### src/rtl/fifo_pkt_reader_if.sv
// Bundles the FIFO read port, the outgoing packet stream and the packet counter of fifo_pkt_reader.
// The master modport is the reader's view; the slave modport is the FIFO/downstream view.
interface fifo_pkt_reader_if #(
    parameter int unsigned DBITWIDTH = 32,
    parameter int unsigned CNT_BITS  = 16
);
    logic                 fifo_empty;
    logic [DBITWIDTH-1:0] fifo_read_data;
    logic                 fifo_read;
    logic                 out_valid;
    logic                 out_ready;
    logic [DBITWIDTH-1:0] out_data;
    logic                 out_sop;
    logic                 out_eop;
    logic [CNT_BITS-1:0]  pkt_count;

    modport master (
        input  fifo_empty, fifo_read_data, out_ready,
        output fifo_read, out_valid, out_data, out_sop, out_eop, pkt_count
    );

    modport slave (
        output fifo_empty, fifo_read_data, out_ready,
        input  fifo_read, out_valid, out_data, out_sop, out_eop, pkt_count
    );
endinterface

### src/rtl/fifo_pkt_reader.sv
// Pops a clock-crossing FIFO's read port into a 2-entry buffer and tags length-framed packets with sop/eop.
// Define FIFO_PKT_READER_STATS_EN to build the completed-packet counter; otherwise pkt_count is tied to 0.
module fifo_pkt_reader #(
    parameter int unsigned DBITWIDTH = 32,
    parameter int unsigned LEN_BITS  = 8,
    parameter int unsigned LEN_LSB   = 0,
    parameter int unsigned CNT_BITS  = 16
) (
    input logic               clk,
    input logic               rst,
    input logic               clr,
    fifo_pkt_reader_if.master bus
);
    typedef struct packed {
        logic [DBITWIDTH-1:0] data;
        logic                 sop;
        logic                 eop;
    } entry_t;

    typedef enum logic {HDR, PAYLOAD} state_t;

    state_t              state_q, state_d;
    logic [LEN_BITS-1:0] rem_q, rem_d, len_c;
    logic [1:0]          cnt_q, cnt_d;
    entry_t              head_q, tail_q, push_entry_c;
    logic                push_c, pop_c, tag_sop_c, tag_eop_c;

    // A full buffer may still accept a word in the cycle its head leaves.
    assign pop_c  = (cnt_q != 2'd0) & bus.out_ready;
    assign push_c = ~bus.fifo_empty & ~clr & ((cnt_q < 2'd2) | pop_c);
    assign len_c  = bus.fifo_read_data[LEN_LSB +: LEN_BITS];

    assign bus.fifo_read = push_c;
    assign bus.out_valid = (cnt_q != 2'd0);
    assign bus.out_data  = head_q.data;
    assign bus.out_sop   = head_q.sop;
    assign bus.out_eop   = head_q.eop;

    always_ff @(posedge clk or posedge rst) begin
        if (rst) begin
            state_q <= HDR;
            rem_q   <= '0;
        end else if (clr) begin
            state_q <= HDR;
            rem_q   <= '0;
        end else begin
            state_q <= state_d;
            rem_q   <= rem_d;
        end
    end

    // Framer advances only when a word is actually taken from the FIFO.
    always_comb begin
        state_d   = state_q;
        rem_d     = rem_q;
        tag_sop_c = 1'b0;
        tag_eop_c = 1'b0;
        if (push_c) begin
            case (state_q)
                HDR: begin
                    tag_sop_c = 1'b1;
                    if (len_c == '0) begin
                        tag_eop_c = 1'b1;
                    end else begin
                        rem_d   = len_c;
                        state_d = PAYLOAD;
                    end
                end
                PAYLOAD: begin
                    if (rem_q == LEN_BITS'(1)) begin
                        tag_eop_c = 1'b1;
                        state_d   = HDR;
                    end else begin
                        rem_d = rem_q - LEN_BITS'(1);
                    end
                end
                default: state_d = HDR;
            endcase
        end
    end

    always_comb begin
        push_entry_c.data = bus.fifo_read_data;
        push_entry_c.sop  = tag_sop_c;
        push_entry_c.eop  = tag_eop_c;
    end

    always_comb begin
        cnt_d = cnt_q;
        if (push_c & ~pop_c) begin
            cnt_d = cnt_q + 2'd1;
        end else if (pop_c & ~push_c) begin
            cnt_d = cnt_q - 2'd1;
        end
    end

    // Head is always entry 0; a pop shifts the tail forward so order is kept.
    always_ff @(posedge clk or posedge rst) begin
        if (rst) begin
            cnt_q  <= 2'd0;
            head_q <= '0;
            tail_q <= '0;
        end else if (clr) begin
            cnt_q  <= 2'd0;
            head_q <= '0;
            tail_q <= '0;
        end else begin
            cnt_q <= cnt_d;
            if (pop_c) begin
                if (cnt_q == 2'd2) begin
                    head_q <= tail_q;
                    if (push_c) begin
                        tail_q <= push_entry_c;
                    end
                end else if (push_c) begin
                    head_q <= push_entry_c;
                end
            end else if (push_c) begin
                if (cnt_q == 2'd0) begin
                    head_q <= push_entry_c;
                end else begin
                    tail_q <= push_entry_c;
                end
            end
        end
    end

`ifdef FIFO_PKT_READER_STATS_EN
    logic [CNT_BITS-1:0] pkt_cnt_q;

    always_ff @(posedge clk or posedge rst) begin
        if (rst) begin
            pkt_cnt_q <= '0;
        end else if (clr) begin
            pkt_cnt_q <= '0;
        end else if (pop_c & head_q.eop) begin
            pkt_cnt_q <= pkt_cnt_q + CNT_BITS'(1);
        end
    end

    assign bus.pkt_count = pkt_cnt_q;
`else
    assign bus.pkt_count = CNT_BITS'(0);
`endif

endmodule

### src/flat_wrapper.sv
// flat-port wrapper written by rule: the top's interface ports become plain ports
module fifo_pkt_reader_flat 
#(
    parameter int unsigned DBITWIDTH = 32,
    parameter int unsigned LEN_BITS  = 8,
    parameter int unsigned LEN_LSB   = 0,
    parameter int unsigned CNT_BITS  = 16
)
  (clk, rst, clr, bus_fifo_empty, bus_fifo_read_data, bus_out_ready, bus_fifo_read, bus_out_valid, bus_out_data, bus_out_sop, bus_out_eop, bus_pkt_count);
  fifo_pkt_reader_if #(.DBITWIDTH(DBITWIDTH), .CNT_BITS(CNT_BITS)) bus_i ();
  input logic clk;
  input logic rst;
  input logic clr;
  input wire logic [$bits(bus_i.fifo_empty)-1:0] bus_fifo_empty;
  input wire logic [$bits(bus_i.fifo_read_data)-1:0] bus_fifo_read_data;
  input wire logic [$bits(bus_i.out_ready)-1:0] bus_out_ready;
  output wire logic [$bits(bus_i.fifo_read)-1:0] bus_fifo_read;
  output wire logic [$bits(bus_i.out_valid)-1:0] bus_out_valid;
  output wire logic [$bits(bus_i.out_data)-1:0] bus_out_data;
  output wire logic [$bits(bus_i.out_sop)-1:0] bus_out_sop;
  output wire logic [$bits(bus_i.out_eop)-1:0] bus_out_eop;
  output wire logic [$bits(bus_i.pkt_count)-1:0] bus_pkt_count;
  assign bus_i.fifo_empty = bus_fifo_empty;
  assign bus_i.fifo_read_data = bus_fifo_read_data;
  assign bus_i.out_ready = bus_out_ready;
  assign bus_fifo_read = bus_i.fifo_read;
  assign bus_out_valid = bus_i.out_valid;
  assign bus_out_data = bus_i.out_data;
  assign bus_out_sop = bus_i.out_sop;
  assign bus_out_eop = bus_i.out_eop;
  assign bus_pkt_count = bus_i.pkt_count;
  fifo_pkt_reader #(.DBITWIDTH(DBITWIDTH), .LEN_BITS(LEN_BITS), .LEN_LSB(LEN_LSB), .CNT_BITS(CNT_BITS)) u_core (.clk(clk), .rst(rst), .clr(clr), .bus(bus_i));
endmodule
### config.mk
export PLATFORM = sky130hd
export DESIGN_NAME = fifo_pkt_reader_flat
export DESIGN_NICKNAME = d
export VERILOG_FILES = /design/src/rtl/fifo_pkt_reader_if.sv /design/src/rtl/fifo_pkt_reader.sv /design/src/flat_wrapper.sv
export SDC_FILE = /design/constraint.sdc
export NUM_CORES = 1
export LEC_CHECK = 0
export CAP_MARGIN = 20
export CORE_MARGIN = 4
export CORE_UTILIZATION = 55
export DETAILED_ROUTE_END_ITERATION = 8
export PLACE_DENSITY = 0.88
export SKIP_CTS_REPAIR_TIMING = 1
export SLEW_MARGIN = 20
export SYNTH_ARGS = -nofsm -noshare
export SYNTH_HDL_FRONTEND = slang
export SYNTH_SLANG_ARGS = --single-unit
### constraint.sdc
create_clock -name clk -period 4.6 [get_ports clk]
set_input_delay 0.92 -clock clk [delete_from_list [all_inputs] [get_ports clk]]
set_output_delay 0.92 -clock clk [all_outputs]
set_load 0.01 [all_outputs]
==> metrics.md <==
| Metric | Value |
|---|---|
| Arrival time worst endpoint | around 2.5 ns |
| Reg2reg start | u_core.cnt_q[0]$_DFFE_PP0P_ |
| Library cells used by synthesis | 43 |
| Worst-skew pair later-pin latency | 0.34 ns |
| Routability cong. | 0.886 |
| Post-synthesis xor/xnor area fraction | 0.00651 |
| Commonest non-fill, non-tap cell in the layout | dfrtp_1 |
| Total core area | around 0.0069 mm^2 |
| Worst-Margin Slew | 0.930 ns |
| Synth Register Bits | just under 80 |
| Commonest cells after routing, fill and taps aside | dfrtp_1, nand2_1, clkdlybuf4s50_1, nor2_1, a21oi_1 |
| WHS Path Cells | 1 |
| CTS tree | built |
| CP Capture Type | output pin |
| Fill count | about 510 |
| Post-synthesis mux area share | 0.177 |
| Peak supply drop | 0.000200 V |
| DRC Markers | 0 |
| Clock Skews | between 0.007 and 0.008 ns |
| H-Tree Level Count | 3 |
| Post-synth ARST share | 1.00 |
| Antenna cells | 0 |
| Final setup viols | 0 |
| Slew Viols, Final | 0 |
| Pleak | 0.00238 uW |
| Hold Crit Endpoint | u_core.bus.out_data[4]$_DFFE_PP0P_ |
| Rows | 30 |
| Hpwl dp | 6.35 mm |
| Starting Density | 0.581 |
| R2r setup slk | ~2.3 ns |
| Post-Synth Adder-Cell Area | 0.00620 |
| FMAX | a little under 0.3 GHz |
| Syn. warnings | 0 |
| Layout cell share with drive strength beyond 1 | 0.141 |
| Compound-cell area share of the yosys netlist | 0.107 |
| Largest family of logic cells by synthesized area | multiplexers |
| Critical path class | in2out |
| Reg2reg path depth | 5 |
| P&R area growth vs syn | 23.1% |
| Crit-path max FO | 10 |
| Sequential area share after synthesis | 0.490 |
| Minimum clock period | 3.44 ns |
| Antenna Nets Post-Route | 0 |
| Synthesized instance count | 407 |
| Slew headroom | 0.380 |
| Pin count of the biggest net entering global routing | 77 |
| Violation count after the first detailed-route iteration | 221 |
| Startpoint types | input pin |
| Syn Std Cell Area | 0.00404 mm^2 |
| Status | finished clean |
| Hold Path Origin | u_core.bus.out_data[4]$_DFFE_PP0P_ |
| Clk Tree Root Cell | clkbuf_8 |
| Die H | 93.7 um |
| Port Buf Inserts | 72 |
| Power per Cell Area | 329 mW/mm^2 |
| DRT Pass-1 Iters | 4 |
| Full die area | 0.00878 mm^2 |
| Wire per inst | 16.2 um |
| Total negative slack | 0 ns |
| Vias in the first global route | 3256 |
| Final #Nets | 510 |
| Area of the multi-input gates | 0.00186 mm^2 |
| Via/cell ratio | 5.51 |
| TritonCTS Buffers | 9 |
| DR vias | 3140 |
| Main synth FF type | dfrtp_1 |
| Fin crit share | 0.748 |
| Hold Path Class | reg2reg |
| Final Hold Fails | 0 |
| I/O pin count | 89 |
| Clock-pin slew on the worst setup and hold paths | 0.07 ns |
| Chip width | 93.7 um |
| Syn Area/Cell | 9.92 um^2 |
| FF+latch area | roughly 0.002 mm^2 |
| First-pass GRT wire length | 15.5 mm |
| Total of max-cap violations | 0 |
| Worst EP required | approximately 3.7 ns |
| Initial antenna violation count | 0 |
| RSZ-0062 raised after global routing | no |
| Clk buf depth | 2 |
| Routed WL | 9.26 mm |
| GRT overflow | 0 |
| Synth Area in Simple Gates | 0.147 |
| Total Routing Usage GR | 0.221 |
| Cell Area, Placed | 0.00477 mm^2 |
| Final Cell Area | 0.00497 mm^2 |
| R2R Path End | u_core.tail_q[13]$_DFFE_PP0P_ |
| Post-synth EDFFs | 0 |
| Clk sinks | 79 |
through the flow:
step                std cells  utilization  total power (uW)  worst slack, ns  hold WS, ns
floorplan                 422            -               981             1.66        0.491
detailed placement        556        0.687              1110             1.16        0.495
global route              570        0.716              1710             1.10        0.526
global placement          555        0.684              1100             1.22        0.489
finish                    570        0.716              1640             1.16        0.509
CTS                       570        0.716              1650             1.16        0.512
routing by layer:
layer | vias up | track usage | wire length (um)
li1 | 1472 | - | -
met1 | 1543 | 0.287 | 3820
met2 | 107 | 0.371 | 4670
met3 | 18 | 0.0521 | 633
met4 | 0 | 0.0638 | 136
met5 | - | 0 | 0
final cells by class:
| cell class | instances | area share |
|---|---|---|
| clock buffer | 9 | 0.0249 |
| clock inverter | 5 | 0.0151 |
| inverter | 6 | 0.00453 |
| multi-input combinational | 294 | 0.374 |
| sequential | 79 | 0.398 |
| tap | 96 | 0.0242 |
| timing repair buffer | 81 | 0.160 |
worst max path at each step:
stage | startpoint | endpoint | cells past startpoint
2_1_floorplan | rst | u_core.bus.out_data[0]$_DFFE_PP0P_ | 1
3_3_place_gp | bus_out_ready | bus_fifo_read | 4
3_5_place_dp | bus_out_ready | bus_fifo_read | 4
4_1_cts | bus_out_ready | bus_fifo_read | 4
5_1_grt | bus_out_ready | bus_fifo_read | 4
6_report | bus_out_ready | bus_fifo_read | 4
Yosys cell counts (2+ instances only):
master / count / share of area
mux2i_1: 33 / 0.082
nor2_1: 44 / 0.041
a21oi_1: 42 / 0.052
a21oi_2: 2 / 0.0043
buf_2: 12 / 0.015
a311oi_1: 2 / 0.0043
nand2_1: 74 / 0.069
dfrtp_1: 79 / 0.49
clkbuf_1: 11 / 0.010
nand3_1: 5 / 0.0062
buf_4: 18 / 0.033
nor3_1: 3 / 0.0037
a22o_1: 3 / 0.0065
ha_1: 2 / 0.0062
mux2_2: 34 / 0.095
o2bb2ai_1: 2 / 0.0043
xnor2_1: 3 / 0.0065
o21ai_0: 4 / 0.0050
nor2b_1: 3 / 0.0046
a21o_1: 2 / 0.0037
o31ai_1: 2 / 0.0037
inv_1: 6 / 0.0056
critical path, cell delays in order:
cell and delay [ns]:
clkdlybuf4s50_1 0.64, nor2b_1 0.14, nor3_1 0.22, clkdlybuf4s50_1 0.59
power by group:
| part | total (uW) | internal [uW] | switching, uW |
|---|---|---|---|
| Sequential | 782 | 742 | 39.9 |
| Combinational | 320 | 164 | 156 |
| Clock | 536 | 297 | 239 |
sequential cells by signal, indices dropped and copies added, names as in the netlist:
signal and flops:
u_core.bus.out_eop 1, u_core.bus.out_data 32, u_core.cnt_q 2, u_core.tail_q 34
u_core.state_q 1, u_core.rem_q 8, u_core.bus.out_sop 1
cell families after synthesis:
| group | Yosys count |
|---|---|
| AOI/OAI and AO/OA | 67 |
| xor gates and xnor gates | 3 |
| adders and majority gates | 2 |
| buffers and inverters | 49 |
| DFF | 79 |
| muxes | 67 |
| other | 1 |
| and+or+nand+nor | 139 |
(Power assumes the default switching activity.)
